[src/rtl/fir_xifu_ctrl.sv]
// fir_xifu_ctrl
// In-order issue/commit scoreboard and dispatch controller for the FIR XIF unit.
// Offloaded instructions (xfirlw / xfirsw / xfirdotp) are buffered in a small
// circular FIFO once accepted on the issue interface. They are released to EX
// in program order only after the core commits them. Killed entries are dropped
// silently. A per-register pending-write mask holds back the head entry while
// any FIR register it touches still has a write in flight in EX/WB.
//
// Ports
//   clk_i, rst_ni              clock (rising edge), asynchronous active-low reset
//   issue_valid_i/ready_o      issue handshake
//   issue_instr_i, issue_id_i  instruction encoding and XIF ID
//   issue_rs1/rs2/rd_i         internal FIR register indices
//   commit_valid_i/id_i/kill_i commit (kill=0) or kill (kill=1) strobe for an ID
//   dispatch_valid_o/ready_i   head entry release to EX
//   dispatch_instr/id/rs1/rs2/rd_o  head entry fields (0 while the FIFO is empty)
//   wb_valid_i, wb_rd_i        WB write to the internal register file
//   busy_o                     any entry valid or any pending write outstanding
//
// Instruction encoding: 0 = INVALID, 1 = XFIRLW, 2 = XFIRSW, 3 = XFIRDOTP.
module fir_xifu_ctrl #(
  parameter int X_ID_WIDTH = 4,
  parameter int DEPTH      = 4,
  parameter int NREGS      = 32
) (
  input  logic                  clk_i,
  input  logic                  rst_ni,
  input  logic                  issue_valid_i,
  output logic                  issue_ready_o,
  input  logic [1:0]            issue_instr_i,
  input  logic [X_ID_WIDTH-1:0] issue_id_i,
  input  logic [4:0]            issue_rs1_i,
  input  logic [4:0]            issue_rs2_i,
  input  logic [4:0]            issue_rd_i,
  input  logic                  commit_valid_i,
  input  logic [X_ID_WIDTH-1:0] commit_id_i,
  input  logic                  commit_kill_i,
  output logic                  dispatch_valid_o,
  input  logic                  dispatch_ready_i,
  output logic [1:0]            dispatch_instr_o,
  output logic [X_ID_WIDTH-1:0] dispatch_id_o,
  output logic [4:0]            dispatch_rs1_o,
  output logic [4:0]            dispatch_rs2_o,
  output logic [4:0]            dispatch_rd_o,
  input  logic                  wb_valid_i,
  input  logic [4:0]            wb_rd_i,
  output logic                  busy_o
);

  localparam int PW = $clog2(DEPTH);
  localparam int CW = PW + 1;

  localparam logic [1:0] INSTR_INVALID  = 2'd0;
  localparam logic [1:0] INSTR_XFIRLW   = 2'd1;
  localparam logic [1:0] INSTR_XFIRSW   = 2'd2;
  localparam logic [1:0] INSTR_XFIRDOTP = 2'd3;

  function automatic logic [NREGS-1:0] f_bit(input logic [4:0] idx);
    f_bit = {{(NREGS-1){1'b0}}, 1'b1} << idx;
  endfunction

  // Every register an instruction reads or writes; any pending bit here blocks it.
  function automatic logic [NREGS-1:0] f_use(input logic [1:0] instr,
                                             input logic [4:0] rs1,
                                             input logic [4:0] rs2,
                                             input logic [4:0] rd);
    case (instr)
      INSTR_XFIRLW:   f_use = f_bit(rd);
      INSTR_XFIRSW:   f_use = f_bit(rs2);
      INSTR_XFIRDOTP: f_use = f_bit(rs1) | f_bit(rs2) | f_bit(rd);
      default:        f_use = '0;
    endcase
  endfunction

  function automatic logic f_writes(input logic [1:0] instr);
    f_writes = (instr == INSTR_XFIRLW) || (instr == INSTR_XFIRDOTP);
  endfunction

  // Entry payload (no reset needed: only read when the matching valid bit is set)
  logic [1:0]            r_instr [DEPTH];
  logic [X_ID_WIDTH-1:0] r_id    [DEPTH];
  logic [4:0]            r_rs1   [DEPTH];
  logic [4:0]            r_rs2   [DEPTH];
  logic [4:0]            r_rd    [DEPTH];

  // Control state
  logic [DEPTH-1:0] r_valid;
  logic [DEPTH-1:0] r_cmt;
  logic [DEPTH-1:0] r_kill;
  logic [PW-1:0]    r_head;
  logic [PW-1:0]    r_tail;
  logic [CW-1:0]    r_count;
  logic [NREGS-1:0] r_pend;

  logic             w_hd_valid;
  logic             w_conflict;
  logic             w_disp_valid;
  logic             w_pop_kill;
  logic             w_pop;
  logic             w_full;
  logic             w_id_hit;
  logic             w_issue;
  logic             w_issue_cmt;
  logic [NREGS-1:0] w_pend_nxt;

  assign w_hd_valid   = r_valid[r_head];
  assign w_conflict   = |(r_pend & f_use(r_instr[r_head], r_rs1[r_head],
                                         r_rs2[r_head], r_rd[r_head]));
  assign w_disp_valid = w_hd_valid && r_cmt[r_head] && !r_kill[r_head] && !w_conflict;
  // A killed head leaves regardless of hazards; it never reaches EX.
  assign w_pop_kill   = w_hd_valid && r_cmt[r_head] && r_kill[r_head];
  assign w_pop        = (w_disp_valid && dispatch_ready_i) || w_pop_kill;

  always_comb begin
    w_id_hit = 1'b0;
    for (int i = 0; i < DEPTH; i++) begin
      if (r_valid[i] && (r_id[i] == issue_id_i)) w_id_hit = 1'b1;
    end
  end

  // Ready looks at pre-pop state only, so it never depends on dispatch_ready_i.
  assign w_full        = (r_count == CW'(DEPTH));
  assign issue_ready_o = !w_full && (issue_instr_i != INSTR_INVALID) && !w_id_hit;
  assign w_issue       = issue_valid_i && issue_ready_o;
  // Commit for the very ID being issued this cycle lands on the new entry.
  assign w_issue_cmt   = commit_valid_i && (commit_id_i == issue_id_i);

  // Dispatch setting a bit wins over a same-cycle WB clear of that bit.
  always_comb begin
    w_pend_nxt = r_pend;
    if (wb_valid_i) w_pend_nxt = w_pend_nxt & ~f_bit(wb_rd_i);
    if (w_disp_valid && dispatch_ready_i && f_writes(r_instr[r_head]))
      w_pend_nxt = w_pend_nxt | f_bit(r_rd[r_head]);
  end

  always_ff @(posedge clk_i or negedge rst_ni) begin
    if (!rst_ni) begin
      r_valid <= '0;
      r_cmt   <= '0;
      r_kill  <= '0;
      r_head  <= '0;
      r_tail  <= '0;
      r_count <= '0;
      r_pend  <= '0;
    end else begin
      for (int i = 0; i < DEPTH; i++) begin
        if (commit_valid_i && r_valid[i] && (r_id[i] == commit_id_i)) begin
          r_cmt[i] <= 1'b1;
          if (commit_kill_i) r_kill[i] <= 1'b1;
        end
      end
      if (w_pop) begin
        r_valid[r_head] <= 1'b0;
        r_head          <= r_head + PW'(1);
      end
      // Tail slot is invalid when issuing, so it never collides with the loop above.
      if (w_issue) begin
        r_valid[r_tail] <= 1'b1;
        r_cmt[r_tail]   <= w_issue_cmt;
        r_kill[r_tail]  <= w_issue_cmt && commit_kill_i;
        r_tail          <= r_tail + PW'(1);
      end
      case ({w_issue, w_pop})
        2'b10:   r_count <= r_count + CW'(1);
        2'b01:   r_count <= r_count - CW'(1);
        default: r_count <= r_count;
      endcase
      r_pend <= w_pend_nxt;
    end
  end

  always_ff @(posedge clk_i) begin
    if (w_issue) begin
      r_instr[r_tail] <= issue_instr_i;
      r_id[r_tail]    <= issue_id_i;
      r_rs1[r_tail]   <= issue_rs1_i;
      r_rs2[r_tail]   <= issue_rs2_i;
      r_rd[r_tail]    <= issue_rd_i;
    end
  end

  assign dispatch_valid_o = w_disp_valid;
  assign dispatch_instr_o = w_hd_valid ? r_instr[r_head] : '0;
  assign dispatch_id_o    = w_hd_valid ? r_id[r_head]    : '0;
  assign dispatch_rs1_o   = w_hd_valid ? r_rs1[r_head]   : '0;
  assign dispatch_rs2_o   = w_hd_valid ? r_rs2[r_head]   : '0;
  assign dispatch_rd_o    = w_hd_valid ? r_rd[r_head]    : '0;
  assign busy_o           = (|r_valid) || (|r_pend);

endmodule

[config.mk]
export PLATFORM = sky130hd
export DESIGN_NAME = fir_xifu_ctrl
export DESIGN_NICKNAME = d
export VERILOG_FILES = /design/src/rtl/fir_xifu_ctrl.sv
export SDC_FILE = /design/constraint.sdc
export NUM_CORES = 1
export LEC_CHECK = 0
export BUFFER_PORTS_ARGS = -buffer_cell sky130_fd_sc_hd__buf_2
export CORE_MARGIN = 4
export CORE_UTILIZATION = 55
export DETAILED_ROUTE_END_ITERATION = 12
export PLACE_DENSITY = 0.74
export SLEW_MARGIN = 10
export SYNTH_ARGS = -nofsm -noshare
export SYNTH_HDL_FRONTEND = slang
export SYNTH_SLANG_ARGS = --single-unit
[constraint.sdc]
create_clock -name clk_i -period 4.7 [get_ports clk_i]
set_input_delay 0.94 -clock clk_i [delete_from_list [all_inputs] [get_ports clk_i]]
set_output_delay 0.94 -clock clk_i [all_outputs]
set_load 0.01 [all_outputs]
## Yosys cells after proc, flatten, opt, wreduce, memory -nomap -nowiden

Memories as Yosys holds them, arrays and structs flattened.
Index checks and enable logic that the tools add are counted.

- Add/subtract/negate cells: 4
- $mul: 0
- Divide/modulo/power cells: 0
- Magnitude comparators: 4
- Eq/ne operators: 15
- Shift operators: 4
- Muxes and demuxes: 43
- Bitwise operators: 9
- Reductions and logical operators: 37

Operators by type and width:

| kind | count |
|---|---|
| $shl A1 B5 Y32 const A | 4 |
| $or A32 B32 Y32 | 3 |
| $pmux W32 S3 | 1 |
| $and A32 B32 Y32 | 2 |
| $mux W32 | 2 |
| $reduce_or A32 Y1 | 2 |
| $eq A4 B4 Y1 | 9 |
| $not A32 Y32 | 1 |
| $logic_and A1 B1 Y1 | 25 |
| $mux W1 | 23 |
| $mux W4 | 5 |
| $mux W5 | 3 |
| $bwmux W4 | 2 |
| $bmux W1 S2 | 3 |
| $eq A2 B2 Y1 const B | 3 |
| $lt A2 B3 Y1 const B | 2 |
| $pmux W3 S2 | 1 |
| $add A2 B1 Y2 const B | 2 |
| $and A4 B4 Y4 | 1 |
| $demux W1 S2 | 2 |
| $eq A2 B1 Y1 const B | 2 |
| $ge A2 B1 Y1 const B | 2 |
| $logic_not A1 Y1 | 4 |
| $not A4 Y4 | 1 |
| other kinds (8) | 11 |

- Flip-flop bits (word level): 51
- Bits in latches: 0
- Bits in writable memories: 84
- ROM bits: 0
- Input port bits: 37
- Output and inout bits: 24
- Memories: 5

Memories:

| name | depth | bits a word | rd ports | clocked after memory_dff | write ports | line | text |
|---|---|---|---|---|---|---|---|
| r_rd | 4 | 5 | 1 | 0 | 1 | 84 | `logic [4:0] r_rd [DEPTH];` |
| r_rs1 | 4 | 5 | 1 | 0 | 1 | 82 | `logic [4:0] r_rs1 [DEPTH];` |
| r_rs2 | 4 | 5 | 1 | 0 | 1 | 83 | `logic [4:0] r_rs2 [DEPTH];` |
| r_id | 4 | 4 | 5 | 0 | 1 | 81 | `logic [X_ID_WIDTH-1:0] r_id [DEPTH];` |
| r_instr | 4 | 2 | 1 | 0 | 1 | 80 | `logic [1:0] r_instr [DEPTH];` |

## Logic depth before layout (Yosys ltp)

An unclocked memory read counts as a cell.

- Depth after elaboration: 14
- Gate-level depth with buffers: 19
- Depth with buffers taken out: 14

## Worst setup path before layout

Ideal clock, no wire load.

- Kind: reg2reg
- Start: register r_head[0]
- End: register r_count[2]
- Arrival time: 3.999 ns
- Data required time: 4.621 ns
- Path slack: 0.621 ns
- Cell stages (with the launch flop): 18
- Cell sequence: dfrtp_1 > buf_6 > buf_12 > buf_6 > mux4_2 > mux2_1 > and4_1 > a311o_1 > nor4b_4 > a21boi_2 > o41a_1 > inv_1 > ha_1 > inv_1 > fa_1 > xor2_1 > nor2_1 > xor2_1

- Longest elaborated chain between the ends: 13

RTL lines:

| item | line | text |
|---|---|---|
| start, declared | 90 | `logic [PW-1:0] r_head;` |
| start signal, assigned | 154 | `r_head <= r_head + PW'(1);` |
| $mem_v2 Z4 W5 (on tied branches) | -- |  |
| $shl A1 B5 Y32 | 59 | `f_bit = {{(NREGS-1){1'b0}}, 1'b1} << idx;` |
| $or A32 B32 Y32 (2 in a row) | 70 | `INSTR_XFIRDOTP: f_use = f_bit(rs1) \| f_bit(rs2) \| f_bit(rd);` |
| $pmux W32 S3 | 67 | `case (instr)` |
| $and A32 B32 Y32 | 107 | `assign w_conflict = \|(r_pend & f_use(r_instr[r_head], r_rs1[r_head],` |
| $reduce_or A32 Y1 | 107 |  |
| $logic_not A1 Y1 | 109 | `assign w_disp_valid = w_hd_valid && r_cmt[r_head] && !r_kill[r_head] && !w_conflict;` |
| $logic_and A1 B1 Y1 | 109 |  |
| $logic_and A1 B1 Y1 | 112 | `assign w_pop = (w_disp_valid && dispatch_ready_i) \|\| w_pop_kill;` |
| $logic_or A1 B1 Y1 (*) | 112 |  |
| $eq A2 B1 Y1 / $eq A2 B2 Y1 (equally long branches) | 163 | `case ({w_issue, w_pop})` |
| $pmux W3 S2 / $reduce_bool A2 Y1 (equally long branches) | -- |  |
| end signal, assigned | 164 | `2'b10: r_count <= r_count + CW'(1);` |
| end signal, assigned | 165 | `2'b01: r_count <= r_count - CW'(1);` |
| end signal, assigned | 166 | `default: r_count <= r_count;` |
| end, declared | 92 | `logic [CW-1:0] r_count;` |

Mark *: on every way between the ends. The rest lies on a longest branch, timed or not. The select of a mux whose other input is x is not followed.
A chain may end at the register's enable or synchronous reset.

## Worst setup path in the final report

- Start: register r_head[0]
- End: output port dispatch_valid_o

- Longest elaborated chain between the ends: 9

RTL lines:

| item | line | text |
|---|---|---|
| $mem_v2 Z4 W5 (on tied branches) | -- |  |
| $shl A1 B5 Y32 | 59 |  |
| $or A32 B32 Y32 (2 in a row) | 70 |  |
| $pmux W32 S3 | 67 |  |
| $and A32 B32 Y32 | 107 |  |
| $reduce_or A32 Y1 | 107 |  |
| $logic_not A1 Y1 | 109 |  |
| $logic_and A1 B1 Y1 (*) | 109 |  |
| end, declared | 38 | `output logic dispatch_valid_o,` |

Marks and branches as above.

==> results.py <==
metrics = {
    "floorplanning": {
        "die_y_um": 125,
        "fp.dieW_um": 125,
        "core_area_um2": 13300,
        "rows": 42,
        "start_util_pct": 56.3,
        "ioPinCount": 61,
        "die_area_um2": 15500,
    },
    "layout": {
        "mostFrequentLayoutCells": "edfxtp_1 (84), buf_2 (60), o21ai_0 (49), dfrtp_1 (49)",
        "final_nets": 736,
        "layout-drive-gt1-share_pct": 22.5,
        "utilization_pct": 65.1,
        "antenna_cells": 0,
        "nFillCells": 985,
        "synthToLayoutAreaGrowth_pct": 15.6,
        "final_common_cell": "edfxtp_1",
    },
    "synthesis": {
        "ys_seq_elements": 135,
        "synthCells": 628,
        "yosys_warnings": 0,
        "synth-seq-area-share_pct": 50.7,
        "syn_area_per_cell_um2": 11.9,
        "synthFlopType": "edfxtp_1",
        "synth-edff-count": 84,
        "syn_nets": 675,
        "synth_area_um2": 7490,
        "synth-async-reset-ratio_pct": 37.8,
        "ys_types": 62,
    },
    "sta": {
        "hold_slack_ns": 0.483,
        "setup_viol": 0,
        "clock_skew_ns": 0.0193,
        "layout_min_cycle_time_ns": 4.53,
        "slew_headroom_pct": 36.1,
        "tns_ns": 0,
        "slew_viol_final": 0,
        "fin_crit_sh_pct": 96.3,
        "rsz0062_at_grt": "false",
        "max_freq_ghz": 0.221,
        "hold_viol_final": 0,
        "setup_ws_ns": 0.174,
        "worst_slew_pin_slew_ns": 0.957,
    },
    "power": {
        "total_power_w": 0.00634,
        "leakagePower_nw": 3.30,
        "p_per_area_nw_per_um2": 733,
        "max-vdd-ir-drop_mv": 0.374,
    },
    "setup_path": {
        "r2r_start": "r_head[0]",
        "cp.required_ns": 3.76,
        "crit_path_start_kind": "flop",
        "cp_max_fo": 9,
        "reg2regPathDepth": 15,
        "critPathKind": "flop to output pin",
        "cp_data_arrival_time_ns": 3.59,
        "timing.critical_path.from": "r_head[0]",
        "cp-end-kind": "output pin",
    },
    "drt": {
        "drtIter0Drc": 926,
        "dr.pass1.iters": 7,
        "vias": 6157,
        "drtAntennaViolNets": 0,
        "routedWlPerCell_um": 25.2,
        "drt_wl_total_um": 22100,
        "routed_via_density": 7.01,
        "drc_errors": 0,
    },
    "global_routing": {
        "grt_remaining_overflow": 0,
        "antenna_found_initial": 0,
        "grt_pass1_wl_um": 33000,
        "grt_pass1_vias": 5768,
        "grt_max_degree": 52,
        "grt_usage_pct": 27.3,
    },
    "worst_hold_path": {
        "holdPathStages": 1,
        "min-delay-start": "r_count[0]",
        "worstHoldPathType": "flop to flop",
    },
    "job": {
        "drv_cap": 0,
    },
    "clock_tree": {
        "insertion_delay_ns": 0.44,
        "cts.sink_count": 135,
        "cts_hold_buf": 0,
        "clock_path_buffers": 2,
        "root_buffer": "clkbuf_16",
        "htreeDepth": 4,
        "cts_tree": "built",
        "clkTransAtPathRegs_ns": 0.06,
        "numCtsBuffers": 17,
    },
    "place": {
        "portBuffers": 60,
        "gp_congestion": 0.977,
        "dp_hpwl_um": 14600,
        "dpl_worst_slack_ns": 0.180,
    },
    "run_status": {
        "status": "complete, no violations",
    },
}
registers in the layout (all words and copies together), names as in the netlist:
name and count:
r_pend 32, r_rs2 20, r_valid 4, r_tail 2, r_count 3, r_instr 8, r_id 16, r_rs1 20
r_kill 4, r_head 2, r_rd 20, r_cmt 4
path summary, 6_finish.rpt:
path                                          to  slack, ns
max in group asynchronous              r_head[0]       3.60
worst min register to register        r_count[0]       0.48
worst min-delay path                  r_count[0]       0.48
worst max register to register        r_count[2]       0.46
worst max-delay path            dispatch_valid_o       0.17
min in group asynchronous             r_count[1]       0.62
what timing repair did:
action | CTS | global route
pin swaps | 0 | 2
cloned | 0 | 3
hold endpoints to repair | 0 | 0
setup endpoints to repair | 1 | 1
resized for setup | 1 | 2
setup buffers | 0 | 7
through the flow:
step	cell area, µm²	instances
floorplan	7490	628
global placement	7870	836
detailed placement	7870	836
CTS	8500	868
global route	8650	878
finish	8650	878
cells in the mapped netlist (8+ instances only):
cell / instances / area, µm²
o41ai_1: 32 / 280
dfrtp_1: 51 / 1280
ha_1: 9 / 113
mux4_2: 23 / 518
o21ai_0: 49 / 245
inv_1: 29 / 109
clkbuf_1: 21 / 78.8
xnor2_1: 15 / 131
nor3_1: 10 / 50.1
nor4_1: 18 / 113
o22ai_1: 27 / 169
nor2b_1: 8 / 50.1
mux2i_1: 20 / 200
edfxtp_1: 84 / 2520
nor2_1: 15 / 56.3
nand4_1: 8 / 50.1
and2_1: 23 / 144
nand3_1: 19 / 95.1
nand3b_1: 10 / 75.1
nand2_1: 32 / 120
xor2_1: 20 / 175
per-layer routing:
metal	vias up	part of all wire [%]	track usage [%]
met1	3019	39	35.2
li1	2604	-	-
met2	427	46	43.5
met3	107	9.0	5.49
met4	0	5.3	15.1
met5	-	0	0
report_power, final:
group	total [W]	switching [W]	internal (W)	leakage, nW
Clock	0.00141	0.000596	0.000817	0.306
Sequential	0.00202	0.000422	0.00160	1.43
Combinational	0.00291	0.00173	0.00118	1.57
Total	0.00634	0.00275	0.00359	3.30
area by class of cell:
type / instances / area (µm²) / share of cell area, %
inverter: 29 / 109 / 1.26
multi-input combinational: 427 / 3430 / 39.7
sequential: 135 / 3800 / 44.0
tap: 176 / 220 / 2.55
clock inverter: 15 / 203 / 2.34
clock buffer: 17 / 425 / 4.92
timing repair buffer: 79 / 457 / 5.28
critical path, stage by stage (launching register included):
cell       delay, ns
dfrtp_4         0.50
buf_6           0.17
mux4_2          0.44
clkbuf_2        0.19
nand4bb_1       0.25
o22ai_1         0.12
a22o_1          0.25
a221oi_1        0.22
nand4_1         0.31
or2_1           0.33
nor2_1          0.20
buf_2           0.18
kinds of logic (layout without fill, tap and decap cells):
family / count (synthesis) / after routing / share of synthesized area (%)
simple gates: 178 / 178 / 14.2
compound gates: 151 / 151 / 14.1
flops: 135 / 135 / 50.7
buf+inv: 69 / 140 / 4.50
mux: 50 / 53 / 10.6
xor+xnor: 35 / 35 / 4.10
fa+ha+maj: 10 / 10 / 1.77
Note: power is estimated with default switching activity, not from simulation.
